File: config.mk
export PLATFORM = sky130hd
export DESIGN_NAME = keypad_scanner_flat
export DESIGN_NICKNAME = d
export VERILOG_FILES = /design/src/rtl/keypad_scanner_if.sv /design/src/rtl/keypad_scanner.sv /design/src/flat_wrapper.sv
export SDC_FILE = /design/constraint.sdc
export NUM_CORES = 1
export LEC_CHECK = 0
export ABC_AREA = 1
export BUFFER_PORTS_ARGS = -buffer_cell sky130_fd_sc_hd__buf_2
export CORE_ASPECT_RATIO = 1.75
export CORE_MARGIN = 3
export CORE_UTILIZATION = 35
export CTS_BUF_LIST = sky130_fd_sc_hd__clkbuf_8
export DETAILED_ROUTE_END_ITERATION = 16
export GPL_TIMING_DRIVEN = 0
export HOLD_SLACK_MARGIN = 0.05
export PLACE_DENSITY = 0.6
export SYNTH_ARGS = -nofsm -noshare
export SYNTH_HDL_FRONTEND = slang
export SYNTH_SLANG_ARGS = --single-unit
File: constraint.sdc
create_clock -name clk -period 6.78 [get_ports clk]
set_input_delay 0.339 -clock clk [delete_from_list [all_inputs] [get_ports clk]]
set_output_delay 0.339 -clock clk [all_outputs]
set_load 0.01 [all_outputs]
File: src/rtl/keypad_scanner_if.sv
// CPU-side key FIFO port: read pulse in, head-of-queue, overflow flag and interrupt out.
interface keypad_scanner_if;
    logic       key_rd;
    logic       key_valid;
    logic [3:0] key_data;
    logic       key_ovf;
    logic       irq;

    modport master (output key_rd, input key_valid, key_data, key_ovf, irq);
    modport slave  (input key_rd, output key_valid, key_data, key_ovf, irq);
endinterface

File: src/rtl/keypad_scanner.sv
// 4x4 keypad column scanner with debounce; each accepted press is queued as {row_idx, col_idx}.
// Codes appear on key_valid/key_data one cycle after the push edge; a push into a full FIFO without a pop is dropped.
module keypad_scanner #(
    parameter int SCAN_DIV     = 16,
    parameter int DEBOUNCE_CNT = 3,
    parameter int FIFO_DEPTH   = 4
) (
    input  logic             clk,
    input  logic             rst,
    input  logic [3:0]       Keypad_rows,
    output logic [3:0]       Keypad_cols,
    keypad_scanner_if.slave  kbus
);
    localparam int DW = (SCAN_DIV > 1) ? $clog2(SCAN_DIV) : 1;
    localparam int CW = $clog2(DEBOUNCE_CNT + 1);
    localparam int PW = (FIFO_DEPTH > 1) ? $clog2(FIFO_DEPTH) : 1;

    typedef enum logic [1:0] {SCAN, DEBOUNCE, PRESSED} state_t;

    state_t          state_q, state_d;
    logic [3:0]      rows_meta_q, rows_meta_d;
    logic [3:0]      rows_s_q, rows_s_d;
    logic [DW-1:0]   dwell_q, dwell_d;
    logic [1:0]      col_q, col_d;
    logic [3:0]      pat_q, pat_d;
    logic [CW-1:0]   match_q, match_d;
    logic [CW-1:0]   rel_q, rel_d;
    logic [3:0]      mem_q [FIFO_DEPTH];
    logic [3:0]      mem_d [FIFO_DEPTH];
    logic [PW-1:0]   wr_ptr_q, wr_ptr_d;
    logic [PW-1:0]   rd_ptr_q, rd_ptr_d;
    logic [PW:0]     count_q, count_d;
    logic            ovf_q, ovf_d;

    logic            sample;
    logic            adv_col;
    logic            push_req;
    logic [CW-1:0]   match_inc;
    logic [CW-1:0]   rel_inc;
    logic [1:0]      row_idx;
    logic            fifo_empty;
    logic            fifo_full;
    logic            push;
    logic            pop;
    logic            drop;

    assign sample    = (dwell_q == DW'(SCAN_DIV - 1));
    assign match_inc = match_q + CW'(1);
    assign rel_inc   = rel_q + CW'(1);

    // FSM: state register
    always_ff @(posedge clk or posedge rst) begin
        if (rst) state_q <= SCAN;
        else     state_q <= state_d;
    end

    // FSM: next state
    always_comb begin
        state_d = state_q;
        if (sample) begin
            case (state_q)
                SCAN:     if (rows_s_q != 4'hF) state_d = DEBOUNCE;
                DEBOUNCE: begin
                    if (rows_s_q != pat_q)                     state_d = SCAN;
                    else if (match_inc == CW'(DEBOUNCE_CNT))   state_d = PRESSED;
                end
                PRESSED:  if (rows_s_q == 4'hF && rel_inc == CW'(DEBOUNCE_CNT)) state_d = SCAN;
                default:  state_d = SCAN;
            endcase
        end
    end

    // FSM: outputs and debounce bookkeeping
    always_comb begin
        adv_col  = 1'b0;
        push_req = 1'b0;
        pat_d    = pat_q;
        match_d  = match_q;
        rel_d    = rel_q;
        if (sample) begin
            case (state_q)
                SCAN: begin
                    if (rows_s_q == 4'hF) begin
                        adv_col = 1'b1;
                    end else begin
                        pat_d   = rows_s_q;
                        match_d = CW'(1);
                    end
                end
                DEBOUNCE: begin
                    if (rows_s_q != pat_q) begin
                        adv_col = 1'b1;
                    end else begin
                        match_d = match_inc;
                        if (match_inc == CW'(DEBOUNCE_CNT)) begin
                            push_req = 1'b1;
                            rel_d    = '0;
                        end
                    end
                end
                PRESSED: begin
                    if (rows_s_q == 4'hF) begin
                        rel_d = rel_inc;
                        if (rel_inc == CW'(DEBOUNCE_CNT)) adv_col = 1'b1;
                    end else begin
                        rel_d = '0;
                    end
                end
                default: adv_col = 1'b0;
            endcase
        end
    end

    // Lowest-index low row wins when several rows are pulled down together.
    always_comb begin
        row_idx = 2'd0;
        for (int i = 3; i >= 0; i--) begin
            if (!pat_q[i]) row_idx = 2'(i);
        end
    end

    assign fifo_empty = (count_q == '0);
    assign fifo_full  = (count_q == (PW+1)'(FIFO_DEPTH));
    assign pop        = kbus.key_rd && !fifo_empty;
    assign push       = push_req && (!fifo_full || pop);
    assign drop       = push_req && fifo_full && !pop;

    always_comb begin
        rows_meta_d = Keypad_rows;
        rows_s_d    = rows_meta_q;
        dwell_d     = sample ? '0 : dwell_q + DW'(1);
        col_d       = adv_col ? col_q + 2'd1 : col_q;
        mem_d       = mem_q;
        if (push) mem_d[wr_ptr_q] = {row_idx, col_q};
        wr_ptr_d    = push ? wr_ptr_q + PW'(1) : wr_ptr_q;
        rd_ptr_d    = pop  ? rd_ptr_q + PW'(1) : rd_ptr_q;
        count_d     = count_q;
        if (push && !pop)      count_d = count_q + (PW+1)'(1);
        else if (pop && !push) count_d = count_q - (PW+1)'(1);
        ovf_d       = kbus.key_rd ? 1'b0 : (ovf_q | drop);
    end

    always_ff @(posedge clk or posedge rst) begin
        if (rst) begin
            rows_meta_q <= 4'hF;
            rows_s_q    <= 4'hF;
            dwell_q     <= '0;
            col_q       <= 2'd0;
            pat_q       <= 4'hF;
            match_q     <= '0;
            rel_q       <= '0;
            for (int i = 0; i < FIFO_DEPTH; i++) mem_q[i] <= 4'h0;
            wr_ptr_q    <= '0;
            rd_ptr_q    <= '0;
            count_q     <= '0;
            ovf_q       <= 1'b0;
        end else begin
            rows_meta_q <= rows_meta_d;
            rows_s_q    <= rows_s_d;
            dwell_q     <= dwell_d;
            col_q       <= col_d;
            pat_q       <= pat_d;
            match_q     <= match_d;
            rel_q       <= rel_d;
            mem_q       <= mem_d;
            wr_ptr_q    <= wr_ptr_d;
            rd_ptr_q    <= rd_ptr_d;
            count_q     <= count_d;
            ovf_q       <= ovf_d;
        end
    end

    assign Keypad_cols    = ~(4'b0001 << col_q);
    assign kbus.key_valid = !fifo_empty;
    assign kbus.key_data  = fifo_empty ? 4'h0 : mem_q[rd_ptr_q];
    assign kbus.key_ovf   = ovf_q;
    assign kbus.irq       = !fifo_empty;
endmodule
File: src/flat_wrapper.sv
// flat-port wrapper written by rule: the top's interface ports become plain ports
module keypad_scanner_flat 
#(
    parameter int SCAN_DIV     = 16,
    parameter int DEBOUNCE_CNT = 3,
    parameter int FIFO_DEPTH   = 4
)
  (clk, rst, Keypad_rows, Keypad_cols, kbus_key_rd, kbus_key_valid, kbus_key_data, kbus_key_ovf, kbus_irq);
  keypad_scanner_if kbus_i ();
  input  logic clk;
  input  logic rst;
  input  logic [3:0] Keypad_rows;
  output logic [3:0] Keypad_cols;
  input wire logic [$bits(kbus_i.key_rd)-1:0] kbus_key_rd;
  output wire logic [$bits(kbus_i.key_valid)-1:0] kbus_key_valid;
  output wire logic [$bits(kbus_i.key_data)-1:0] kbus_key_data;
  output wire logic [$bits(kbus_i.key_ovf)-1:0] kbus_key_ovf;
  output wire logic [$bits(kbus_i.irq)-1:0] kbus_irq;
  assign kbus_i.key_rd = kbus_key_rd;
  assign kbus_key_valid = kbus_i.key_valid;
  assign kbus_key_data = kbus_i.key_data;
  assign kbus_key_ovf = kbus_i.key_ovf;
  assign kbus_irq = kbus_i.irq;
  keypad_scanner #(.SCAN_DIV(SCAN_DIV), .DEBOUNCE_CNT(DEBOUNCE_CNT), .FIFO_DEPTH(FIFO_DEPTH)) u_core (.clk(clk), .rst(rst), .Keypad_rows(Keypad_rows), .Keypad_cols(Keypad_cols), .kbus(kbus_i));
endmodule
== Word-level counts from Yosys, hierarchy flattened ==
Index checks and enable logic that the tools add are counted.

* Register bits after elaboration: 48
* Input port bits: 7

* Add/subtract/negate cells: 8
* Magnitude comparators: 3
* Equality and inequality tests: 15
* Shift operators: 1
* Multiplexer cells: 37
* Bitwise logic cells: 5
* Reduce and logical (&&, ||, !) cells: 22

{| class="wikitable"
|+ Operator list
! operator !! number
|-
| 2-bit two-way mux || 13
|-
| 4-bit two-way mux || 5
|-
| 16-bit bitwise mux || 1
|-
| 4-bit AND reduction || 3
|-
| 2-bit by 1-bit adder with 2-bit output, second input constant || 5
|-
| 1-bit two-way mux || 10
|-
| 4-bit binary-select mux with 2-bit select || 1
|-
| 4-bit demux with 2-bit select || 1
|-
| 4-bit == test, second input constant || 2
|-
| 1-bit logical AND || 8
|-
| 2-bit one-hot mux with 2 select lines || 2
|-
| 2-bit == test, second input constant || 3
|-
| 3-bit greater-or-equal comparator, second input constant || 2
|-
| 3-bit two-way mux || 2
|-
| 2-bit by 1-bit != test with 1-bit output, second input constant || 3
|-
| 2-bit inverter with 3-bit output || 2
|-
| 2-bit one-hot mux with 3 select lines || 1
|-
| 2-bit nonzero test || 3
|-
| 4-bit by 1-bit adder with 4-bit output, second input constant || 1
|-
| 1-bit logical NOT || 4
|-
| 2-bit != test, second input constant || 2
|-
| 4-bit != test || 1
|-
| 4-bit != test, second input constant || 1
|-
| 4-bit inverter || 1
|-
| 14 further kinds || 14
|}

== Longest topological paths before layout ==
Gate-level depths: netlist (run 1).

* Word-level depth: 11
* Mapped depth: 15
* Mapped depth without buffers: 15

== Worst setup path before layout (run 1) ==
Ideal clock, no wire load.

* Path type: register to register
* From: reg u_core.pat_q[3]
* To: reg u_core.count_q[2]
* Data arrival time: 2,180 ps
* Setup slack: 4,470 ps
* Cell stages (with the launch flop): 15
* Period minus slack after synthesis: 2,310 ps
* Path through: dfstp_2 inv_1 nand2_1 nand2_2 nor2_4 nand3_4 nor2_8 nand2_2 inv_2 ha_1 inv_1 fa_1 a21oi_1 o21ai_0 xor2_1

* Cells in the longest elaborated chain, start to end: 8
* Elaborated cells between the ends (all ways): 10
* Those cells by class: 1 x eq/ne; 4 x mux; 5 x reduce/logical

{| class="wikitable"
|+ Ends and longest elaborated chain
! element !! RTL line !! source
|-
| start: declaration || keypad_scanner.sv:25 || <nowiki>logic [3:0] pat_q, pat_d;</nowiki>
|-
| start signal: assignment || keypad_scanner.sv:162 || <nowiki>pat_q <= pat_d;</nowiki>
|-
| 4-bit != test * || keypad_scanner.sv:91 || <nowiki>if (rows_s_q != pat_q) begin</nowiki>
|-
| 1-bit two-way mux * || keypad_scanner.sv:91 ||
|-
| 1-bit two-way mux * || keypad_scanner.sv:81 || <nowiki>case (state_q)</nowiki>
|-
| 1-bit two-way mux * || keypad_scanner.sv:80 || <nowiki>if (sample) begin</nowiki>
|-
| 1-bit logical AND * || keypad_scanner.sv:125 || <nowiki>assign push = push_req && (!fifo_full || pop);</nowiki>
|-
| via u_core.push || keypad_scanner.sv:43 || <nowiki>logic push;</nowiki>
|-
| 1-bit logical NOT || keypad_scanner.sv:139 || <nowiki>else if (pop && !push) count_d = count_q - (PW+1)'(1);</nowiki>
|-
| 1-bit logical AND || keypad_scanner.sv:139 ||
|-
| 2-bit nonzero test (no source line) || n/a ||
|-
| end signal: assignment || keypad_scanner.sv:168 || <nowiki>count_q <= count_d;</nowiki>
|-
| end: declaration || keypad_scanner.sv:32 || <nowiki>logic [PW:0] count_q, count_d;</nowiki>
|}

The timed path passes the listed nets; every way through them passes the cells marked *.
A chain may end at the register's enable or synchronous reset.

== Final worst setup path (run 1) ==
* From: reg u_core.dwell_q[0]
* To: reg u_core.count_q[2]

* Cells in the longest elaborated chain, start to end: 6
* Elaborated cells between the ends (all ways): 8
* Those cells by class: 1 x eq/ne; 2 x mux; 5 x reduce/logical

{| class="wikitable"
|+ Ends and longest elaborated chain
! element !! RTL line !! source
|-
| start: declaration || keypad_scanner.sv:23 || <nowiki>logic [DW-1:0] dwell_q, dwell_d;</nowiki>
|-
| start signal: assignment || keypad_scanner.sv:160 || <nowiki>dwell_q <= dwell_d;</nowiki>
|-
| 4-bit == test * || keypad_scanner.sv:47 || <nowiki>assign sample = (dwell_q == DW'(SCAN_DIV - 1));</nowiki>
|-
| 1-bit two-way mux * || keypad_scanner.sv:80 ||
|-
| 1-bit logical AND * || keypad_scanner.sv:125 ||
|-
| via u_core.push || keypad_scanner.sv:43 ||
|-
| 1-bit logical NOT || keypad_scanner.sv:139 ||
|-
| 1-bit logical AND || keypad_scanner.sv:139 ||
|-
| 2-bit nonzero test (no source line) || n/a ||
|}

Marks and branches as above.

==> out/metrics.yaml, run 1 <==
min_from: "Keypad_rows[0]"
drv_cap: 0
synth_xor_area_frac: 0.0104
fmax_ghz: 0.400
fin_area_um2: 2820
via_per_inst: 4.75
p_leak_uw: 0.00144
yosys_warnings: 0
place_inst: 390
htreeDepth: 2
synth_top_family_by_area: "simple AND/OR/NAND/NOR gates"
busiest_layer: "met2"
relSlewSlack: 0.667
via_count: 1889
p_comb_frac: 0.303
use_met1: 0.125
outcome: "finished clean"
ys_seq_area_frac: 0.483
die_area_um2: 8290
grt_overflow_total: 0
met2_usage: 0.249
drtIter0Drc: 63
worstSetupPathType: "flop to flop"
drc_errors: 0
ys_types: 30
fin_nets: 338
synth-simple-area-share: 0.284
cts_sinks: 48
endpoint_kind: "flop"
clk-insertion-delay-late_ps: 300
min_period_ps: 2500
cts_buffer_depth: 2
min_period_over_period: 0.368
synth_area_per_cell_um2: 8.74
synth_fp_nets: 312
synth_cells: 288
area_growth_syn_to_layout_pct: 11.8
cp.required_ps: 6970
rsz0062_at_grt: "false"
wire_per_inst_um: 12.2
path_clk_slew_ps: 80
core_um2: 6910
synth_fa_ha_area_frac: 0.0875
initial_core_util: 0.364
cts_buffers: 5
hp-class: "input port to flop"
grt_pass1_vias: 1886
io_buffers: 17
grt.total_usage: 0.130
fill_cells: 708
syn-cell-area_um2: 2520
vdd_drop_max_v: 0.000111
internal-power_uw: 470
clock_skew_ps: 8.98
crit_chain: "ha_1 > nand2_1 > inv_2 > nand2_1 > inv_2 > nand2_2 > nor2_8 > nand2_2 > inv_2 > ha_1 > inv_1 > fa_1 > a21oi_1 > o21ai_0 > xor2_1"
seqCellArea_um2: 1220
final_antenna_net_count: 0
dpl-instance-area_um2: 2730
drt-total-wl_um: 4870
antenna_cells: 0
path_buf_inv: 4
io_pins: 18
p_sw_uw: 254
synth_seq_cells: 48
worstReg2RegStart: "u_core.dwell_q[0]$_DFF_PP0_"
r2r_cells: 15
synth_compound_area_frac: 0.0651
tritoncts: "done"
die_h_um: 118
post_cts_resized: 0
crit_path_max_incr_delay_ps: 440
first_pass_iters: 4
crit_family: "adder cells"
gp_congestion: 0.809
clockRootBuffer: "clkbuf_8"
antenna_found_initial: 0
rows: 40
power_frac_seq: 0.477
drive_gt1_frac: 0.210
slew_viol_final: 0
dp_hpwl_um: 3850
tns_ps: 0
finalSetupViolations: 0
cp_slowest_cell: "fa_1"
grt_max_degree: 33
min_to: "u_core.rows_meta_q[0]$_DFF_PP1_"
clkPwrFrac: 0.219
fin_total_pwr_uw: 724
worstSetupStartpointType: "flop"
arrival_ps: 2680
hold_viol: 0
holdPathStages: 1
multiInputGateArea_um2: 1140
die_w_um: 70.1
tightest_slew_ps: 497
crit-reg2reg-capture: "u_core.count_q[2]$_DFFE_PP0P_"
swShare: 0.351
grt_pass1_wl_um: 8530
met3_usage: 0.0264
worst-r2r-setup-slack_ps: 4280
instances_no_fill: 398
critPathMostFrequentCell: "inv_2"
synth.area.mux_share: 0.00447
power.density_nw_per_um2: 257
crit_fanout: 8
-- repair_timing --
action                     4_1_cts  5_1_grt
buffers inserted                 0        0
setup endpoints to repair        0        0
hold endpoints to repair         8        0
hold buffers                     1        0
-- per-stage QoR --
stage / utilization / hold WS (ps) / setup slack (ps)
after floorplan: - / 343 / 4470
after global placement: 0.392 / 345 / 4310
after detailed placement: 0.395 / 344 / 4270
after CTS: 0.408 / 115 / 4250
after global routing: 0.408 / 109 / 3990
final: 0.408 / 134 / 4280
-- Yosys cell counts, drive strengths merged --
master | instances | share of area
mux2 | 1 | 0.0045
nor2 | 30 | 0.061
clkbuf | 1 | 0.0015
dfrtp | 36 | 0.36
o22ai | 1 | 0.0025
dfstp | 12 | 0.13
buf | 4 | 0.011
or2 | 2 | 0.0050
inv | 35 | 0.052
nor3 | 1 | 0.0020
nand4 | 20 | 0.060
nand3 | 11 | 0.029
fa | 1 | 0.0080
a21oi | 10 | 0.020
ha | 16 | 0.080
o21ai | 20 | 0.040
xnor2 | 1 | 0.0035
nand2 | 83 | 0.13
a211oi | 1 | 0.0030
xor2 | 2 | 0.0070
-- power groups by stage --
stage	registers (µW)	logic [µW]	clock network [µW]
floorplan	343	159	0
detailed placement	351	223	0
global route	350	253	183
CTS	346	226	170
finish	345	219	159
global placement	350	218	0
-- registers in the layout, indices dropped and copies added (netlist names), 3 cells and up --
register            flops
u_core.mem_q           16
u_core.dwell_q          4
u_core.pat_q            4
u_core.rows_s_q         4
u_core.rows_meta_q      4
u_core.count_q          3
-- how the worst max path moves through the flow --
stage,from,end,slack (ps),cells past startpoint
detailed placement,u_core.pat_q[3]$_DFFE_PP1P_,u_core.count_q[2]$_DFFE_PP0P_,4270,14
global placement,u_core.pat_q[3]$_DFFE_PP1P_,u_core.count_q[2]$_DFFE_PP0P_,4310,14
finish,u_core.dwell_q[0]$_DFF_PP0_,u_core.count_q[2]$_DFFE_PP0P_,4280,15
CTS,u_core.pat_q[3]$_DFFE_PP1P_,u_core.count_q[2]$_DFFE_PP0P_,4250,14
global route,u_core.dwell_q[0]$_DFF_PP0_,u_core.count_q[2]$_DFFE_PP0P_,3990,15
floorplan,u_core.pat_q[3]$_DFFE_PP1P_,u_core.count_q[2]$_DFFE_PP0P_,4470,14
-- placed cells by master, fill, tap and decap left out, types with 2 or more instances in the layout --
master / netlist / final
nand2_2: 4 / 4
clkbuf_8: 0 / 5
nor2_4: 3 / 3
inv_1: 28 / 28
dfstp_2: 12 / 12
buf_2: 2 / 19
nor2_1: 25 / 25
dfrtp_1: 36 / 36
o21ai_0: 20 / 20
a21oi_1: 10 / 10
nand2_1: 79 / 79
or2_2: 2 / 2
inv_2: 7 / 8
xor2_1: 2 / 2
nand4_2: 4 / 4
ha_1: 16 / 16
nand4_1: 16 / 16
nand3_1: 9 / 9
-- worst reg2reg max path: cells and delay by family, from the launching register on --
family	cells	cell delay, ps
adders and majority gates	3	750
xor gates and xnor gates	1	150
AOI/OAI and AO/OA	2	250
DFF	1	380
and+or+nand+nor	5	550
buffers and inverters	4	310
-- metal layers --
metal	vias to the layer above	wire [µm]
li1	979	-
met1	874	1810
met2	26	2760
met3	10	128
met4	0	168
met5	-	0
-- cells by family after synthesis --
family                   count (synthesis)
AO/OA/AOI/OAI                           32
AND/OR/NAND/NOR                        147
flip-flops                              48
multiplexers                             1
buffers and inverters                   40
adder cells (fa/ha/maj)                 17
XOR/XNOR                                 3
-- area by class of cell --
| class | count | share of cell area |
|---|---|---|
| Timing Repair Buffer | 19 | 0.0409 |
| Inverter | 35 | 0.0467 |
| Buffer | 5 | 0.0116 |
| Clock inverter | 2 | 0.00311 |
| Clock buffer | 5 | 0.0244 |
| Sequential cell | 48 | 0.432 |
| Multi-Input combinational cell | 200 | 0.404 |
| Tap cell | 84 | 0.0373 |
No activity file was read; power rests on OpenSTA's default activity.
==> run 2, diff against run 1 <==
Clock period 6.78 ns to 2.4 ns, I/O delays scaled along.
==> run 2 against run 1 <==
  * Utilization up 2.0 points
  * Non-clock buffer count up 12
  * Via count up 2.6%
  * Hold slack better by 200 ps
  * Critical endpoint unchanged
  * Largest cell class unchanged
==> out/metrics.yaml, run 2 (synthesis results as in run 1) <==
worstSetupStartpointType: "flop"  # unchanged
min_period_ps: 2250  # was 2500 ps
die_area_um2: 8290  # unchanged
cts_buffer_depth: 2  # unchanged
fmax_ghz: 0.445  # was 0.400 GHz
fin_nets: 350  # was 338
hp-class: "input port to async pin"  # was input port to flop
min_period_over_period: 0.936  # was 0.368
clk-insertion-delay-late_ps: 300  # about the same
rows: 40  # unchanged
via_count: 1939  # was 1889
drt-total-wl_um: 5080  # was 4870 µm
fill_cells: 691  # was 708
core_um2: 6910  # unchanged
path_clk_slew_ps: 90  # was 80 ps
largest_register_ffs: 16  # unchanged
via_per_inst: 4.73  # was 4.75
final_antenna_net_count: 0  # unchanged
critPathMostFrequentCell: "inv_2"  # unchanged
initial_core_util: 0.364  # unchanged
grt_pass1_vias: 1924  # was 1886
crit_chain: "ha_2 > nand2_1 > inv_2 > nand2_2 > inv_2 > nand2_4 > nor2_8 > nand2_4 > inv_4 > ha_2 > inv_2 > fa_2 > a21oi_2 > o21ai_2 > xor2_1"  # was ha_1 > nand2_1 > inv_2 > nand2_1 > inv_2 > nand2_2 > nor2_8 > nand2_2 > inv_2 > ha_1 > inv_1 > fa_1 > a21oi_1 > o21ai_0 > xor2_1
area_growth_syn_to_layout_pct: 17.2  # was 11.8%
crit-reg2reg-capture: "u_core.count_q[2]$_DFFE_PP0P_"  # unchanged
vdd_drop_max_v: 0.000291  # was 0.000111 V
antenna_found_initial: 0  # unchanged
finalSetupViolations: 0  # unchanged
top_register: "u_core.mem_q"  # unchanged
power.density_nw_per_um2: 707  # was 257 nW/µm²
worstReg2RegStart: "u_core.dwell_q[0]$_DFF_PP0_"  # unchanged
drc_errors: 0  # unchanged
die_h_um: 118  # unchanged
endpoint_kind: "flop"  # unchanged
drtIter0Drc: 83  # was 63
antenna_cells: 0  # unchanged
final_cell_mix: "nand2_1, dfrtp_1, inv_1"  # unchanged
cts_sinks: 48  # unchanged
cp.required_ps: 2590  # was 6970 ps
wire_per_inst_um: 12.4  # was 12.2 µm
final_common_cell: "nand2_1"  # unchanged
crit_fanout: 4  # was 8
tns_ps: 0  # unchanged
grt.total_usage: 0.132  # was 0.130
seqCellArea_um2: 1220  # unchanged
fin_total_pwr_uw: 2080  # was 724 µW
clockRootBuffer: "clkbuf_8"  # unchanged
final_core_util: 0.427  # was 0.408
relSlewSlack: 0.658  # was 0.667
worstSetupPathType: "flop to flop"  # unchanged
grt_max_degree: 33  # unchanged
tritoncts: "done"  # unchanged
slew_viol_final: 0  # unchanged
drive_gt1_frac: 0.248  # was 0.210
drv_cap: 0  # unchanged
grt_overflow_total: 0  # unchanged
tightest_slew_ps: 510  # was 497 ps
arrival_ps: 2440  # was 2680 ps
gp_congestion: 0.809  # unchanged
hold_slack_ps: 335  # was 134 ps
r2r_cells: 15  # unchanged
clock_skew_ps: 9.10  # was 8.98 ps
hold_viol: 0  # unchanged
outcome: "finished clean"  # unchanged
crit_path_max_incr_delay_ps: 390  # was 440 ps
multiInputGateArea_um2: 1170  # was 1140 µm²
p_leak_uw: 0.00151  # was 0.00144 µW
cp_slowest_cell: "dfrtp_1"  # was fa_1
grt_pass1_wl_um: 8640  # was 8530 µm
io_pins: 18  # unchanged
io_buffers: 17  # unchanged
first_pass_iters: 4  # unchanged
dp_hpwl_um: 3850  # unchanged
htreeDepth: 2  # unchanged
die_w_um: 70.1  # unchanged
worst-r2r-setup-slack_ps: 150  # was 4280 ps
cts_buffers: 5  # unchanged
run 2: cell types whose count changed in the layout (fill, tap and decap cells not counted), sizes merged:
cell / previous run / this run
buf: 22 / 29
dlygate4sd3: 1 / 6
run 2: metal layers:
| metal | vias to the layer above | track usage | wire length (µm) |
|---|---|---|---|
| li1 | 1000 | - | - |
| met1 | 904 | 0.128 | 1870 |
| met2 | 23 | 0.251 | 2910 |
| met3 | 12 | 0.0264 | 111 |
| met4 | 0 | 0.0743 | 185 |
| met5 | - | 0 | 0 |
run 2: how the worst max path moves through the flow:
stage                                  from  cells past startpoint                             to
6_report        u_core.dwell_q[0]$_DFF_PP0_                     15  u_core.count_q[2]$_DFFE_PP0P_
5_1_grt         u_core.dwell_q[0]$_DFF_PP0_                     15  u_core.count_q[2]$_DFFE_PP0P_
4_1_cts        u_core.rows_s_q[2]$_DFF_PP1_                     14  u_core.count_q[2]$_DFFE_PP0P_
3_5_place_dp    u_core.pat_q[3]$_DFFE_PP1P_                     14  u_core.count_q[2]$_DFFE_PP0P_
3_3_place_gp    u_core.pat_q[3]$_DFFE_PP1P_                     14  u_core.count_q[2]$_DFFE_PP0P_
2_1_floorplan   u_core.pat_q[3]$_DFFE_PP1P_                     14  u_core.count_q[2]$_DFFE_PP0P_
run 2: repair_timing:
item                       4_1_cts  5_1_grt
gates resized for setup          2       10
hold buffers                     6        0
hold endpoints to repair        13        0
buffers inserted                 3        4
pin swaps                        3        7
setup endpoints to repair        2        2
run 2: report_power, final:
part / total (µW) / switching, µW / internal (µW)
clock: 449 / 254 / 194
sequential: 977 / 82.4 / 895
combinational: 659 / 397 / 262
total: 2080 / 734 / 1350
run 2: area by class of cell:
| cell class | count | share of cell area |
|---|---|---|
| multi-input combinational | 200 | 0.396 |
| sequential | 48 | 0.412 |
| inverter | 35 | 0.0454 |
| clock inverter | 2 | 0.00297 |
| timing repair buffer | 31 | 0.0738 |
| clock buffer | 5 | 0.0233 |
| buffer | 5 | 0.0110 |
| tap | 84 | 0.0356 |
run 2: metrics by stage:
stage	area, µm²	instances	setup slack [ps]
floorplan	2520	288	89.5
global placement	2710	389	-70.9
detailed placement	2730	390	-107
CTS	2890	406	19.9
global route	2950	410	-11.4
finish	2950	410	153
run 2: worst max-delay path: cells and delay by family (launching register included):
kind | cells | cell delay (ps)
fa+ha+maj | 3 | 710
simple gates | 5 | 420
flops | 1 | 390
buf+inv | 4 | 280
compound gates | 2 | 210
xor+xnor | 1 | 140
